`config.mk`:
```
export PLATFORM = sky130hd
export DESIGN_NAME = mem_access_seq
export DESIGN_NICKNAME = d
export VERILOG_FILES = /design/src/rtl/mem_access_seq.sv
export SDC_FILE = /design/constraint.sdc
export NUM_CORES = 1
export LEC_CHECK = 0
export ABC_AREA = 1
export ABC_CLOCK_PERIOD_IN_PS = 9400
export CAP_MARGIN = 20
export CELL_PAD_IN_SITES_DETAIL_PLACEMENT = 1
export CELL_PAD_IN_SITES_GLOBAL_PLACEMENT = 2
export CORE_MARGIN = 2
export CORE_UTILIZATION = 31
export DETAILED_ROUTE_END_ITERATION = 7
export PLACE_DENSITY = 0.95
export SLEW_MARGIN = 20
export SYNTH_ARGS = -nofsm -noshare
export SYNTH_HDL_FRONTEND = slang
export SYNTH_SLANG_ARGS = --single-unit
```
`constraint.sdc`:
```
create_clock -name clk -period 9.4 [get_ports clk]
set_clock_uncertainty 0.15 [all_clocks]
set_input_delay 1.88 -clock clk [delete_from_list [all_inputs] [get_ports clk]]
set_output_delay 1.88 -clock clk [all_outputs]
set_load 0.02 [all_outputs]
```
`src/rtl/mem_access_seq.sv`:
```
// Single-outstanding memory access sequencer: core request/ready handshake to bus
// write-strobe / read-start protocol, with a one-entry pending slot and wait timeout.
module mem_access_seq #(
    parameter int TIMEOUT = 255,
    parameter int CNT_W   = 8
) (
    input  logic        clk,
    input  logic        rst,
    input  logic        req,
    output logic        req_ready,
    input  logic        req_we,
    input  logic [14:0] req_addr,
    input  logic [31:0] req_wdata,
    output logic        done,
    output logic        err,
    output logic [31:0] rdata,
    output logic [14:0] bus_addr,
    output logic [31:0] bus_wdata,
    output logic        bus_w,
    output logic        bus_readstart,
    input  logic [31:0] bus_rdata,
    input  logic        bus_readrdy,
    input  logic        bus_saverdy
);

    typedef enum logic [2:0] {
        S_IDLE   = 3'd0,
        S_WR     = 3'd1,
        S_WAIT_S = 3'd2,
        S_RD     = 3'd3,
        S_WAIT_R = 3'd4
    } state_t;

    localparam logic [CNT_W-1:0] LAST_WAIT = CNT_W'(TIMEOUT - 1);

    state_t             r_state;
    state_t             w_next;
    logic [CNT_W-1:0]   r_cnt;
    logic               r_pend_valid;
    logic               r_pend_we;
    logic [14:0]        r_pend_addr;
    logic [31:0]        r_pend_wdata;
    logic [14:0]        r_bus_addr;
    logic [31:0]        r_bus_wdata;
    logic               r_bus_w;
    logic               r_bus_readstart;
    logic               r_done;
    logic               r_err;
    logic [31:0]        r_rdata;

    logic               w_accept;
    logic               w_in_wait;
    logic               w_ready_ok;
    logic               w_timeout;
    logic               w_complete;
    logic               w_launch;
    logic               w_launch_we;
    logic [14:0]        w_launch_addr;
    logic [31:0]        w_launch_wdata;
    logic               w_use_req;
    logic               w_pend_take;
    logic               w_pend_load;
    logic               w_cnt_clr;
    logic               w_cnt_inc;

    assign req_ready     = !r_pend_valid;
    assign bus_addr      = r_bus_addr;
    assign bus_wdata     = r_bus_wdata;
    assign bus_w         = r_bus_w;
    assign bus_readstart = r_bus_readstart;
    assign done          = r_done;
    assign err           = r_err;
    assign rdata         = r_rdata;

    // Ready flags only count in the wait state that matches the access type;
    // ready beats timeout when both land on the same edge.
    always_comb begin
        w_accept   = req && !r_pend_valid;
        w_in_wait  = (r_state == S_WAIT_S) || (r_state == S_WAIT_R);
        w_ready_ok = ((r_state == S_WAIT_S) && bus_saverdy) ||
                     ((r_state == S_WAIT_R) && bus_readrdy);
        w_timeout  = w_in_wait && !w_ready_ok && (r_cnt == LAST_WAIT);
        w_complete = w_ready_ok || w_timeout;
        w_cnt_clr  = (r_state == S_WR) || (r_state == S_RD);
        w_cnt_inc  = w_in_wait && !w_complete;
    end

    always_comb begin
        w_next         = r_state;
        w_launch       = 1'b0;
        w_use_req      = 1'b0;
        w_pend_take    = 1'b0;
        w_launch_we    = req_we;
        w_launch_addr  = req_addr;
        w_launch_wdata = req_wdata;
        case (r_state)
            S_IDLE: begin
                if (w_accept) begin
                    w_launch  = 1'b1;
                    w_use_req = 1'b1;
                end
            end
            S_WR:     w_next = S_WAIT_S;
            S_RD:     w_next = S_WAIT_R;
            S_WAIT_S, S_WAIT_R: begin
                if (w_complete) begin
                    if (r_pend_valid) begin
                        w_launch       = 1'b1;
                        w_pend_take    = 1'b1;
                        w_launch_we    = r_pend_we;
                        w_launch_addr  = r_pend_addr;
                        w_launch_wdata = r_pend_wdata;
                    end else if (w_accept) begin
                        w_launch  = 1'b1;
                        w_use_req = 1'b1;
                    end else begin
                        w_next = S_IDLE;
                    end
                end
            end
            default:  w_next = S_IDLE;
        endcase
        if (w_launch) begin
            w_next = w_launch_we ? S_WR : S_RD;
        end
        w_pend_load = w_accept && !w_use_req;
    end

    always_ff @(posedge clk or posedge rst) begin
        if (rst) begin
            r_state         <= S_IDLE;
            r_pend_valid    <= 1'b0;
            r_cnt           <= '0;
            r_bus_addr      <= '0;
            r_bus_wdata     <= '0;
            r_bus_w         <= 1'b0;
            r_bus_readstart <= 1'b0;
            r_done          <= 1'b0;
            r_err           <= 1'b0;
            r_rdata         <= '0;
        end else begin
            r_state         <= w_next;
            r_bus_w         <= w_launch && w_launch_we;
            r_bus_readstart <= w_launch && !w_launch_we;
            r_done          <= w_complete;
            r_err           <= w_timeout;
            if (w_launch) begin
                r_bus_addr  <= w_launch_addr;
                r_bus_wdata <= w_launch_wdata;
            end
            if ((r_state == S_WAIT_R) && bus_readrdy) begin
                r_rdata <= bus_rdata;
            end
            if (w_cnt_clr) begin
                r_cnt <= '0;
            end else if (w_cnt_inc) begin
                r_cnt <= r_cnt + 1'b1;
            end
            if (w_pend_load) begin
                r_pend_valid <= 1'b1;
            end else if (w_pend_take) begin
                r_pend_valid <= 1'b0;
            end
        end
    end

    // Pending payload is qualified by r_pend_valid, so it needs no reset.
    always_ff @(posedge clk) begin
        if (w_pend_load) begin
            r_pend_we    <= req_we;
            r_pend_addr  <= req_addr;
            r_pend_wdata <= req_wdata;
        end
    end

endmodule

```
==> metrics.yaml <==
setup_path:
  critical_path.top_delay_family: "simple AND/OR/NAND/NOR gates"
  critPathRequiredTime_ps: 9550
  cp_num_buf_inv: 3
  crit_chain: "clkdlybuf4s50_1 -> nand3_2 -> nand2_2 -> inv_2 -> nand2_4 -> nand2_1 -> nand2_4 -> inv_2 -> nand2_1 -> nand2_1"
  cpPeakStageDelay_ps: 630
  cp_max_fo: 99
  startpoint_type: "input port"
  path_common_cell: "nand2_1"
  crit_path_end_kind: "flop"
  worstPathArrival_ps: 5560
  crit_type: "in -> reg"
  cp_slowest_cell: "nand3_2"
timing:
  rsz0062_at_grt: "false"
  fin_ws_ps: 3990
  post-route-min-period_ps: 5410
  max_freq_mhz: 185
  finalCritPeriodShare_pct: 57.6
  hold_violations: 0
  setup_viol: 0
  max_slew_margin_pct: 37.7
  tightest_slew_ps: 935
  whs_ps: 320
  setup_tns_ps: 0
  drv_slew: 0
detailed_routing:
  route.antenna.remaining_nets: 0
  wire_per_inst_um: 14.3
  vias_per_cell: 4.46
  firstDrtPassIters: 4
  drtIter0Drc: 199
  vias: 5031
  drc_errors: 0
  totalWireLength_mm: 16.1
power_and_ir_drop:
  sw_frac_of_total_pct: 38.8
  combPwrFrac_pct: 43.1
  power_density_mw_per_mm2: 335
  power_switching_mw: 1.15
  vdd_drop_max_uv: 134
  pwr-share-clk_pct: 23.1
  seqPwrFrac_pct: 33.8
  power.internal_mw: 1.82
  p_leak_nw: 3.99
logic_synthesis:
  yosysUniqueCellTypes: 26
  async_flop_share_pct: 66.4
  yosys_warnings: 0
  synth_top_cell_by_area: "dfrtp_1"
  synthTopCellsByArea: "dfrtp_1 37%, edfxtp_1 23%, nand2_1 16%, o21ai_0 7.1%, mux2_2 5.6%"
  yosys.area.top_type_share_pct: 37.3
  avgSynthCellArea_um2: 9.27
  yosysMostFrequentCell: "nand2_1"
  synth_edf_count: 48
  syn_nets: 775
  synth_seq_cells: 143
  syn_inst: 688
  synth_area_mm2: 0.00638
  yosysSeqAreaShare_pct: 59.8
  synthFlopType: "dfrtp_1"
  synthTopCellsByCount: "267 x nand2_1, 95 x dfrtp_1, 91 x o21ai_0, 62 x inv_1, 48 x edfxtp_1"
clock_tree:
  cts_max_path_buffers: 2
  cts.clk_slew.worst_paths_ps: 60
  htree_levels: 4
  clkLatencyLatePin_ps: 420
  cts_buffers: 17
  post_cts_buffers: 0
  cts_root_buf: "clkbuf_16"
  hold_buffers: 0
  cts.sinks: 143
  post_cts_resized: 0
  cts_tree: "yes"
die:
  io_pins: 169
  dieArea_mm2: 0.0217
  std_cell_rows: 52
  initial_utilization_pct: 31.5
  fp.dieW_um: 147
  core_mm2: 0.0202
  die_h_um: 147
grt:
  grt_usage_pct: 15.5
  grt_pass1_vias: 5235
  grt_pass1_wl_mm: 26.7
  grt_max_degree: 100
  grt_remaining_overflow: 0
  antenna_found_initial: 0
layout:
  nNetsFinal: 932
  seq_area_mm2: 0.00382
  area_growth_syn_to_layout_pct: 39.0
  drive_above_1_share_pct: 9.32
  multi_input_area_mm2: 0.00215
  fillCellCount: 2295
  stdcell_count: 1128
  antenna_cells: 0
placed_design:
  post-dp-hpwl_mm: 11.0
  portBuffers: 168
  dp.cells: 1096
  dp_slack_ps: 2990
  gp_congestion: 0.725
outcome:
  outcome: "completed"
min_path:
  hp-class: "reg -> reg"
run:
  maxCapViolations: 0
-- power by group through the flow --
stage	Clock (mW)	Combinational (mW)	Sequential, mW
2_1_floorplan	0	0.580	1.20
3_3_place_gp	0	1.26	1.01
3_5_place_dp	0	1.30	1.02
4_1_cts	0.706	1.31	1.01
5_1_grt	0.737	1.43	1.03
6_report	0.685	1.28	1.00
-- sequential cells by signal (all words and copies together), names as in the netlist --
| register | cells |
|---|---|
| bus_addr | 15 |
| bus_readstart | 1 |
| bus_w | 1 |
| bus_wdata | 32 |
| done | 1 |
| err | 1 |
| r_cnt | 8 |
| r_pend_addr | 15 |
| r_pend_valid | 1 |
| r_pend_wdata | 32 |
| r_pend_we | 1 |
| r_state | 3 |
| rdata | 32 |
-- worst min-delay path, cell delays in order (launching register included) --
cell	delay [ps]
dfrtp_1	340
nand2_1	50
nand2_1	50
-- cell families after synthesis --
group | count (synthesis) | synth area share (%)
DFF | 143 | 59.8
and+or+nand+nor | 305 | 18.8
muxes | 32 | 5.65
xor gates and xnor gates | 4 | 0.549
adders and majority gates | 2 | 0.392
AOI/OAI and AO/OA | 103 | 8.14
buffers and inverters | 99 | 6.67
-- final cells by class --
class                           count  share of cell area, %
Clock buffer                       20                   5.51
Sequential cell                   143                   43.1
Multi-Input combinational cell    446                   24.2
Clock inverter                     12                   1.35
Tap cell                          270                   3.81
Timing Repair Buffer              172                   19.3
Inverter                           65                   2.78
-- path summary, 6_finish.rpt --
kind	start	cells past startpoint	to	slack, ps
max reg2reg	r_state[1]	10	bus_wdata[3]	5280
min in group asynchronous	rst	2	rdata[9]	1640
min reg2reg	bus_wdata[1]	2	bus_wdata[1]	320
min	bus_wdata[1]	2	bus_wdata[1]	320
max in group asynchronous	rst	3	bus_wdata[9]	6220
max	bus_readrdy	10	bus_wdata[3]	3990
-- cells in the final DEF (no fill, tap or decap), types with 4 or more instances in the layout --
master             n
buf_4              4
clkbuf_16         19
clkdlybuf4s50_1  168
clkinv_4           5
dfrtp_1           94
edfxtp_1          48
inv_1             61
inv_6              4
mux2_2            32
nand2_1          267
nand3_1           13
nand4_1            4
nor2_1            13
o21ai_0           91
o21ai_1            9
xor2_1             4
-- through the flow --
stage | utilization (%) | area [um^2] | total power [mW]
5_1_grt | 43.8 | 8870 | 3.20
4_1_cts | 43.8 | 8870 | 3.03
3_3_place_gp | 40.8 | 8260 | 2.27
3_5_place_dp | 40.8 | 8260 | 2.32
2_1_floorplan | - | 6380 | 1.78
6_report | 43.8 | 8870 | 2.97
-- per-layer routing --
layer / GRT usage (%) / routed length, um / share of wire (%)
met1: 19.0 / 7160 / 44
met4: 4.62 / 183 / 1.1
met3: 3.73 / 654 / 4.1
met2: 27.3 / 8130 / 50
met5: 0 / 0 / 0
(Power assumes the default switching activity.)
